### src/rtl/alu_seq_nbit_if.sv
// Request/response bundle between the register-file side and alu_seq_nbit.
// The master drives operands and start; the slave returns result, handshake and flags.
interface alu_seq_nbit_if #(
  parameter int WIDTH = 32
);
  logic             start;
  logic [2:0]       alu_op;
  logic [WIDTH-1:0] a;
  logic [WIDTH-1:0] b;
  logic [WIDTH-1:0] result;
  logic             done;
  logic             busy;
  logic             carry_out;
  logic             overflow;
  logic             zero;
  logic             div_zero;

  modport master (
    output start, alu_op, a, b,
    input  result, done, busy, carry_out, overflow, zero, div_zero
  );

  modport slave (
    input  start, alu_op, a, b,
    output result, done, busy, carry_out, overflow, zero, div_zero
  );
endinterface

### src/rtl/alu_seq_nbit.sv
// N-bit ALU with registered result/flags and a start/done handshake.
// Logic/arith ops finish at the accepting edge; mod runs WIDTH restoring-division steps.
module alu_seq_nbit #(
  parameter int WIDTH = 32,
  parameter int CNT_W = $clog2(WIDTH+1)
) (
  input  logic          clk,
  input  logic          rst_n,
  alu_seq_nbit_if.slave bus
);

  typedef enum logic {IDLE, MOD_RUN} state_t;

  localparam logic [2:0] OP_AND = 3'b000;
  localparam logic [2:0] OP_OR  = 3'b001;
  localparam logic [2:0] OP_XOR = 3'b010;
  localparam logic [2:0] OP_NOR = 3'b011;
  localparam logic [2:0] OP_SLT = 3'b100;
  localparam logic [2:0] OP_ADD = 3'b101;
  localparam logic [2:0] OP_SUB = 3'b110;
  localparam logic [2:0] OP_MOD = 3'b111;

  state_t           state_q, state_d;
  logic [WIDTH-1:0] res_q, res_d;
  logic [WIDTH-1:0] dvd_q, dvd_d;
  logic [WIDTH-1:0] dvs_q, dvs_d;
  logic [WIDTH-1:0] rem_q, rem_d;
  logic [CNT_W-1:0] cnt_q, cnt_d;
  logic             done_q, done_d;
  logic             cy_q, cy_d;
  logic             ov_q, ov_d;
  logic             zr_q, zr_d;
  logic             dz_q, dz_d;

  logic [WIDTH:0]   add_sum, sub_sum;
  logic             add_ov, sub_ov;
  logic [WIDTH-1:0] op_res;
  logic             op_cy, op_ov;
  logic [WIDTH:0]   rem_trial, rem_diff;
  logic [WIDTH-1:0] rem_next;

  // Single-cycle datapath, evaluated straight from the request operands.
  always_comb begin
    add_sum = {1'b0, bus.a} + {1'b0, bus.b};
    sub_sum = {1'b0, bus.a} + {1'b0, ~bus.b} + (WIDTH+1)'(1);
    add_ov  = (bus.a[WIDTH-1] == bus.b[WIDTH-1]) && (add_sum[WIDTH-1] != bus.a[WIDTH-1]);
    sub_ov  = (bus.a[WIDTH-1] != bus.b[WIDTH-1]) && (sub_sum[WIDTH-1] != bus.a[WIDTH-1]);
    op_res  = '0;
    op_cy   = 1'b0;
    op_ov   = 1'b0;
    case (bus.alu_op)
      OP_AND: op_res = bus.a & bus.b;
      OP_OR:  op_res = bus.a | bus.b;
      OP_XOR: op_res = bus.a ^ bus.b;
      OP_NOR: op_res = ~(bus.a | bus.b);
      OP_SLT: begin
        op_res = {{(WIDTH-1){1'b0}}, sub_sum[WIDTH-1] ^ sub_ov};
        op_cy  = sub_sum[WIDTH];
        op_ov  = sub_ov;
      end
      OP_ADD: begin
        op_res = add_sum[WIDTH-1:0];
        op_cy  = add_sum[WIDTH];
        op_ov  = add_ov;
      end
      OP_SUB: begin
        op_res = sub_sum[WIDTH-1:0];
        op_cy  = sub_sum[WIDTH];
        op_ov  = sub_ov;
      end
      default: op_res = '0;
    endcase
  end

  // Restoring-division step; the partial remainder is kept one bit wider during
  // the compare so divisors with the MSB set still divide correctly.
  always_comb begin
    rem_trial = {rem_q, dvd_q[WIDTH-1]};
    rem_diff  = rem_trial - {1'b0, dvs_q};
    rem_next  = (rem_trial >= {1'b0, dvs_q}) ? rem_diff[WIDTH-1:0] : rem_trial[WIDTH-1:0];
  end

  always_comb begin
    state_d = state_q;
    res_d   = res_q;
    dvd_d   = dvd_q;
    dvs_d   = dvs_q;
    rem_d   = rem_q;
    cnt_d   = cnt_q;
    done_d  = 1'b0;
    cy_d    = cy_q;
    ov_d    = ov_q;
    zr_d    = zr_q;
    dz_d    = dz_q;
    case (state_q)
      IDLE: begin
        if (bus.start) begin
          if (bus.alu_op != OP_MOD) begin
            res_d  = op_res;
            zr_d   = (op_res == '0);
            cy_d   = op_cy;
            ov_d   = op_ov;
            dz_d   = 1'b0;
            done_d = 1'b1;
          end else if (bus.b == '0) begin
            res_d  = bus.a;
            zr_d   = (bus.a == '0);
            cy_d   = 1'b0;
            ov_d   = 1'b0;
            dz_d   = 1'b1;
            done_d = 1'b1;
          end else begin
            rem_d   = '0;
            dvd_d   = bus.a;
            dvs_d   = bus.b;
            cnt_d   = '0;
            dz_d    = 1'b0;
            state_d = MOD_RUN;
          end
        end
      end
      MOD_RUN: begin
        rem_d = rem_next;
        dvd_d = {dvd_q[WIDTH-2:0], 1'b0};
        cnt_d = cnt_q + CNT_W'(1);
        if (cnt_q == CNT_W'(WIDTH-1)) begin
          res_d   = rem_next;
          zr_d    = (rem_next == '0);
          cy_d    = 1'b0;
          ov_d    = 1'b0;
          dz_d    = 1'b0;
          done_d  = 1'b1;
          state_d = IDLE;
        end
      end
      default: state_d = IDLE;
    endcase
  end

  always_ff @(posedge clk or negedge rst_n) begin
    if (!rst_n) begin
      state_q <= IDLE;
      res_q   <= '0;
      dvd_q   <= '0;
      dvs_q   <= '0;
      rem_q   <= '0;
      cnt_q   <= '0;
      done_q  <= 1'b0;
      cy_q    <= 1'b0;
      ov_q    <= 1'b0;
      zr_q    <= 1'b0;
      dz_q    <= 1'b0;
    end else begin
      state_q <= state_d;
      res_q   <= res_d;
      dvd_q   <= dvd_d;
      dvs_q   <= dvs_d;
      rem_q   <= rem_d;
      cnt_q   <= cnt_d;
      done_q  <= done_d;
      cy_q    <= cy_d;
      ov_q    <= ov_d;
      zr_q    <= zr_d;
      dz_q    <= dz_d;
    end
  end

  assign bus.result    = res_q;
  assign bus.done      = done_q;
  assign bus.busy      = (state_q == MOD_RUN);
  assign bus.carry_out = cy_q;
  assign bus.overflow  = ov_q;
  assign bus.zero      = zr_q;
  assign bus.div_zero  = dz_q;

endmodule
### src/flat_wrapper.sv
// flat-port wrapper written by rule: the top's interface ports become plain ports
module alu_seq_nbit_flat 
#(
  parameter int WIDTH = 32,
  parameter int CNT_W = $clog2(WIDTH+1)
)
  (clk, rst_n, bus_start, bus_alu_op, bus_a, bus_b, bus_result, bus_done, bus_busy, bus_carry_out, bus_overflow, bus_zero, bus_div_zero);
  alu_seq_nbit_if #(.WIDTH(WIDTH)) bus_i ();
  input  logic clk;
  input  logic rst_n;
  input wire logic [$bits(bus_i.start)-1:0] bus_start;
  input wire logic [$bits(bus_i.alu_op)-1:0] bus_alu_op;
  input wire logic [$bits(bus_i.a)-1:0] bus_a;
  input wire logic [$bits(bus_i.b)-1:0] bus_b;
  output wire logic [$bits(bus_i.result)-1:0] bus_result;
  output wire logic [$bits(bus_i.done)-1:0] bus_done;
  output wire logic [$bits(bus_i.busy)-1:0] bus_busy;
  output wire logic [$bits(bus_i.carry_out)-1:0] bus_carry_out;
  output wire logic [$bits(bus_i.overflow)-1:0] bus_overflow;
  output wire logic [$bits(bus_i.zero)-1:0] bus_zero;
  output wire logic [$bits(bus_i.div_zero)-1:0] bus_div_zero;
  assign bus_i.start = bus_start;
  assign bus_i.alu_op = bus_alu_op;
  assign bus_i.a = bus_a;
  assign bus_i.b = bus_b;
  assign bus_result = bus_i.result;
  assign bus_done = bus_i.done;
  assign bus_busy = bus_i.busy;
  assign bus_carry_out = bus_i.carry_out;
  assign bus_overflow = bus_i.overflow;
  assign bus_zero = bus_i.zero;
  assign bus_div_zero = bus_i.div_zero;
  alu_seq_nbit #(.WIDTH(WIDTH), .CNT_W(CNT_W)) u_core (.clk(clk), .rst_n(rst_n), .bus(bus_i));
endmodule
### config.mk
export PLATFORM = sky130hd
export DESIGN_NAME = alu_seq_nbit_flat
export DESIGN_NICKNAME = d
export VERILOG_FILES = /design/src/rtl/alu_seq_nbit_if.sv /design/src/rtl/alu_seq_nbit.sv /design/src/flat_wrapper.sv
export SDC_FILE = /design/constraint.sdc
export NUM_CORES = 1
export LEC_CHECK = 0
export ABC_AREA = 1
export CORE_MARGIN = 2
export CORE_UTILIZATION = 35
export DETAILED_ROUTE_END_ITERATION = 10
export PLACE_DENSITY = 0.59
export SLEW_MARGIN = 10
export SYNTH_ARGS = -nofsm -noshare
export SYNTH_HDL_FRONTEND = slang
export SYNTH_SLANG_ARGS = --single-unit
export TNS_END_PERCENT = 5
### constraint.sdc
create_clock -name clk -period 2.3 [get_ports clk]
set_input_delay 0.345 -clock clk [delete_from_list [all_inputs] [get_ports clk]]
set_output_delay 0.345 -clock clk [all_outputs]
set_load 0.05 [all_outputs]
# ---- Yosys cells after proc, flatten, opt, wreduce, memory -nomap -nowiden
# Index checks and enable logic that the tools add are counted.
dict set report op_classes {
  n_addsub 5
  magnitude_cmp 1
  eq_ne 17
  n_mux 47
  n_bitwise 9
  reduce_logical 12
}
# operator n
set op_table {}
lappend op_table {{two-way mux 32 bit} 11}
lappend op_table {{one-hot mux 32 bit (7 select lines)} 1}
lappend op_table {{one-hot mux 32 bit (2 select lines)} 3}
lappend op_table {{zero test 32 bit} 4}
lappend op_table {{adder 32 x 32 -> 33 bit} 2}
lappend op_table {{NOT 32 bit} 2}
lappend op_table {{adder 33 x 1 -> 33 bit (second input constant)} 1}
lappend op_table {{>= comparator 33 x 32 -> 1 bit} 1}
lappend op_table {{bitwise AND 32 bit} 1}
lappend op_table {{bitwise OR 32 bit} 1}
lappend op_table {{subtractor 32 bit} 1}
lappend op_table {{bitwise XOR 32 bit} 1}
lappend op_table {{two-way mux 1 bit} 20}
lappend op_table {{two-way mux 6 bit} 3}
lappend op_table {{one-hot mux 1 bit (2 select lines)} 8}
lappend op_table {{one-hot mux 6 bit (2 select lines)} 1}
lappend op_table {{== test 3 bit (second input constant)} 3}
lappend op_table {{inequality test 2 bit (second input constant)} 4}
lappend op_table {{adder 6 x 1 -> 6 bit (second input constant)} 1}
lappend op_table {{== test 3 x 2 -> 1 bit (second input constant)} 2}
lappend op_table {{== test 6 x 5 -> 1 bit (second input constant)} 1}
lappend op_table {{AND reduction 3 bit} 2}
lappend op_table {{AND reduction 4 bit} 1}
lappend op_table {{== test 3 x 1 -> 1 bit (second input constant)} 1}
lappend op_table {{other kinds (10)} 15}
dict set report word_totals {
  ff_bits 140
  input_bits 70
  output_inout_bits 38
  wordCells 102
}

# ---- Logic depth before layout (Yosys ltp)
dict set report logic_depth {
  word_depth 11
  ltp_mapped 32
  ltp_nobuf 31
}

# ---- Least setup slack after synthesis
# OpenSTA, ideal clock, no wires.
dict set report synth_path {
  kind {input to register}
  startpoint {input port bus_b[19]}
  endpoint {register u_core.zr_q (netlist: u_core.bus.zero)}
  setup_ps 66
  t_arrival_ps 3049
  required_ps 2234
  slack_ps -815
  cell_stages 26
  n_path_buf 1
  cell_sequence {inv_1 -> ha_1 -> clkbuf_1 -> nor2_1 -> inv_1 -> nor2_1 -> nand2_1 -> nor3_1 -> nand2_1 -> nand2_1 -> a21oi_1 -> o21bai_1 -> fa_1 -> nand2_1 -> o211ai_1 -> nor2_1 -> nand3_1 -> nor2_1 -> nand4_1 -> nor2_1 -> nand3_1 -> nand2_1 -> nand2_1 -> nand2_1 -> nand2_1 -> nand2_1}
}
dict set report synth_via {
  elab_chain_len 11
  elab_cells_between_ends 19
  cone_classes {add/sub (3); eq/ne (2); mux (4); bitwise (6); reduce/logical (4)}
}
# element line
set synth_rtl {}
lappend synth_rtl {{start, declared} flat_wrapper.sv:14} ;# input wire logic [$bits(bus_i.b)-1:0] bus_b;
lappend synth_rtl {{NOT 32 bit} alu_seq_nbit.sv:45} ;# sub_sum = {1'b0, bus.a} + {1'b0, ~bus.b} + (WIDTH+1)'(1);
lappend synth_rtl {{adder 32 x 32 -> 33 bit} alu_seq_nbit.sv:45}
lappend synth_rtl {{adder 33 x 1 -> 33 bit} alu_seq_nbit.sv:45}
lappend synth_rtl {{inequality test 1 bit} alu_seq_nbit.sv:47} ;# sub_ov = (bus.a[WIDTH-1] != bus.b[WIDTH-1]) && (sub_sum[WIDTH-1] != bus.a[WIDTH-1]);
lappend synth_rtl {{logical AND 1 bit} alu_seq_nbit.sv:47}
lappend synth_rtl {{bitwise XOR 1 bit} alu_seq_nbit.sv:57} ;# op_res = {{(WIDTH-1){1'b0}}, sub_sum[WIDTH-1] ^ sub_ov};
lappend synth_rtl {{one-hot mux 32 bit (7 select lines)} alu_seq_nbit.sv:51} ;# case (bus.alu_op)
lappend synth_rtl {{zero test 32 bit} alu_seq_nbit.sv:100} ;# zr_d = (op_res == '0);
lappend synth_rtl {{two-way mux 1 bit} alu_seq_nbit.sv:98} ;# if (bus.alu_op != OP_MOD) begin
lappend synth_rtl {{two-way mux 1 bit} alu_seq_nbit.sv:97} ;# if (bus.start) begin
lappend synth_rtl {{one-hot mux 1 bit (2 select lines)} alu_seq_nbit.sv:95} ;# case (state_q)
lappend synth_rtl {{end signal, assigned} alu_seq_nbit.sv:163} ;# zr_q <= zr_d;
lappend synth_rtl {{end, declared} alu_seq_nbit.sv:32} ;# logic zr_q, zr_d;
# Several ways; a longest one is shown, not always the timed one. The select of a mux whose other input is x is not followed.
# A chain may end at the register's enable or synchronous reset.

# ---- Worst setup path in the final report
dict set report layout_path {
  startpoint {input port bus_b[4]}
  endpoint {register u_core.zr_q (netlist: u_core.bus.zero)}
}
# Same word-level chain as after synthesis.

==> results.json <==
{
  "synth.top_cells.by_count": "nand2_1, inv_1, nor2_1",
  "postSynth.topFlopCell": "dfrtp_1",
  "io_buffer_count": 107,
  "routed_wl_um": 78010,
  "fmax_mhz": 341.9,
  "leakagePower_nw": 13.39,
  "crit_path_end_kind": "flop",
  "synth.ff_latch_count": 140,
  "nNetsFinal": 3642,
  "arrival_ps": 3240,
  "path_clk_slew_ps": 60,
  "synth_simple_gate_area_share_pct": 36.21,
  "fin_area_um2": 25770,
  "outcome": "finished with violations",
  "drt_first_iter_violations": 1775,
  "grt_antenna_before_repair": 1,
  "drtAntennaViolNets": 0,
  "largest_net_degree_at_the_start_of_global_routing": 71,
  "cts-root-to-sink-buffers": 2,
  "slowest_delay_ps": 300,
  "finalSetupViolations": 63,
  "yosysWarnings": 0,
  "final_max_slew_viol_count": 0,
  "place_area_um2": 22450,
  "synthAdderAreaFrac_pct": 11.85,
  "ports_placed_on_the_boundary": 108,
  "timing_worst_setup_path_type": "in2reg",
  "detailroute.via_count": 20580,
  "syn-cell-area_um2": 15460,
  "vdd_ir_drop_max_mv": 0.7556,
  "routed_via_density": 5.103,
  "finalWeightedCongestion": 0.9867,
  "grt_pass1_wl_um": 117300,
  "insertion_delay_ps": 430,
  "power.density_cell_area_nw_per_um2": 1212,
  "synth.top_cell.area_share_pct": 22.66,
  "route.detailed.wl_per_inst_um": 19.34,
  "clock_tree.htree_level_count": 4,
  "postLayoutSetupSlackWorst_ps": -624.6,
  "synth.net_count": 2789,
  "synth_edf_count": 0,
  "synth_compound_area_share_pct": 15.15,
  "maximum_capacitance_violations": 0,
  "ys_async_sr_fraction_pct": 100.0,
  "horizontal_extent_of_the_die_um": 214.2,
  "critical_path.max_fanout": 4,
  "final.fill_count": 4258,
  "via_count_of_the_first_global_routing_pass": 20530,
  "clock-sinks": 140,
  "most_instantiated_library_cell_after_synthesis": "nand2_1",
  "floorplan.rows": 77,
  "grt_util_all_layers_pct": 33.10,
  "post-route-period-util_pct": 127.2,
  "final-hold-violation-count": 0,
  "synth_xor_area_share_pct": 1.076,
  "avgSynthCellArea_um2": 6.005,
  "dominant_combinational_cell_family_by_area_after_synthesis": "simple AND/OR/NAND/NOR gates",
  "layout_min_cycle_time_ps": 2925,
  "stdcell_count": 4033,
  "timing.hold.worst.class": "in2reg",
  "violations": "setup timing",
  "post_synth_num_cell_types": 51,
  "critical_path.most_common_cell": "buf_4",
  "initial_util_pct": 35.20,
  "cts_made_buffers": 17,
  "cts_tree": "done",
  "synthMuxAreaShare_pct": 0.1942,
  "antenna_cells_inserted": 0,
  "clock_skew_ps": 11.22,
  "clock_tree.root_cell": "clkbuf_16",
  "number_of_instances_in_the_synthesized_netlist": 2575,
  "max-slew-margin-rel_pct": 51.50,
  "yosysSeqAreaShare_pct": 22.66,
  "dp_hpwl_um": 62880,
  "startpoint_type": "primary input",
  "flow.area_growth_from_synthesis_pct": 66.68,
  "core-area_um2": 43930,
  "hold-worst-slack_ps": 262.7,
  "drt-pass1-iter-count": 6,
  "die_height_um": 214.2,
  "worstMarginPinSlew_ps": 727.5,
  "unrepaired_setup_endpoints_after_global_routing": "yes",
  "placed_cells": 3896,
  "detail_route.drc_violations": 0,
  "grt.overflow.total": 0,
  "fraction_of_layout_cells_with_a_size_suffix_above_1_pct": 39.47,
  "synth.area.top_cells": "dfrtp_1, nand2_1, ha_1",
  "library_cell_contributing_the_largest_single_delay_on_the_critical_path": "ha_4",
  "worst-endpoint-required_ps": 2610,
  "synth_largest_area_cell": "dfrtp_1",
  "fp.dieArea_um2": 45880
}
[per-stage QoR]
stage	TNS (ps)	power, mW	worst slack (ps)	util (%)
floorplan	-2307	14.72	-788.2	-
global placement	-67490	24.21	-1847	51.09
detailed placement	-77810	24.42	-1850	51.09
CTS	-10440	29.09	-655.8	56.79
global route	-19410	33.33	-820.9	58.67
finish	-12240	31.25	-624.6	58.67
[metal layers]
layer,vias to the layer above,GRT usage (%),wire [um]
li1,9962,-,-
met1,9715,43.78,34000
met2,723,55.35,36180
met3,179,3.291,4262
met4,2,13.59,3543
met5,-,0,12
[registers in the layout, indices dropped and copies added, names as in the netlist, 6 cells and up]
name	flops
u_core.bus.result	32
u_core.cnt_q	6
u_core.dvd_q	32
u_core.dvs_q	32
u_core.rem_q	32
[cell type report]
class / instances / area (um^2) / area share (%)
tap: 592 / 740.7 / 2.874
inverter: 422 / 1645 / 6.384
clock buffer: 19 / 432.9 / 1.680
timing repair buffer: 917 / 7352 / 28.52
clock inverter: 13 / 117.6 / 0.4563
sequential: 140 / 3505 / 13.60
multi-input combinational: 1930 / 11980 / 46.49
[where the power goes]
part           switching, mW  internal [mW]
Sequential             0.867           3.73
Clock                   1.12           1.49
Combinational           13.2           10.9
[final timing paths]
kind / start / to / slack (ps) / cells after the start
max: bus_b[4] / u_core.bus.zero$_DFFE_PN0P_ / -620 / 30
min: bus_b[15] / u_core.dvs_q[15]$_DFFE_PN0P_ / 260 / 4
max reg2reg: u_core.rem_q[23]$_DFFE_PN0P_ / u_core.bus.zero$_DFFE_PN0P_ / -600 / 22
min reg2reg: u_core.bus.result[29]$_DFFE_PN0P_ / u_core.bus.result[29]$_DFFE_PN0P_ / 500 / 2
max in group asynchronous: rst_n / u_core.dvs_q[9]$_DFFE_PN0P_ / 1160 / 3
min in group asynchronous: rst_n / u_core.dvs_q[25]$_DFFE_PN0P_ / 480 / 2
[cell families (layout without fill, tap and decap cells)]
| group | count (synthesis) | after routing |
|---|---|---|
| XOR/XNOR | 19 | 19 |
| buffers and inverters | 505 | 1371 |
| adder cells (fa/ha/maj) | 144 | 144 |
| flip-flops | 140 | 140 |
| AND/OR/NAND/NOR | 1341 | 1341 |
| AO/OA/AOI/OAI | 423 | 423 |
| multiplexers | 3 | 3 |
[layout by cell type (no fill, tap or decap), drive strengths merged, types with 2 or more instances in the layout]
master           n
nand3b           7
a21o             2
nor4             7
a221oi          11
a21oi          169
dlymetal6s2s     3
nor3            18
o22ai           27
clkdlybuf4s15    7
nand2          716
mux2i            3
clkinv           4
o21bai          11
o221ai           2
clkinvlp         6
clkdlybuf4s50   43
dfrtp          140
nand3          214
buf            855
xor2            10
a211oi          12
inv            424
a21boi           2
clkbuf          26
a31oi           21
or2              8
o211ai           7
nor2           319
and2             3
fa               4
ha             140
nand4           48
xnor2            9
o21ai          155
[critical path, delay by kind of cell]
kind,cells,cell delay [ps]
adders and majority gates,1,300
buffers and inverters,13,1400
and+or+nand+nor,16,1210
[what timing repair did]
action | CTS | global route
hold buffers | 1 | 0
setup buffers | 78 | 29
pin swaps | 107 | 87
gates resized for setup | 618 | 214
hold endpoints to repair | 66 | 0
setup endpoints to repair | 89 | 100
Note: power is estimated with default switching activity, not from simulation.
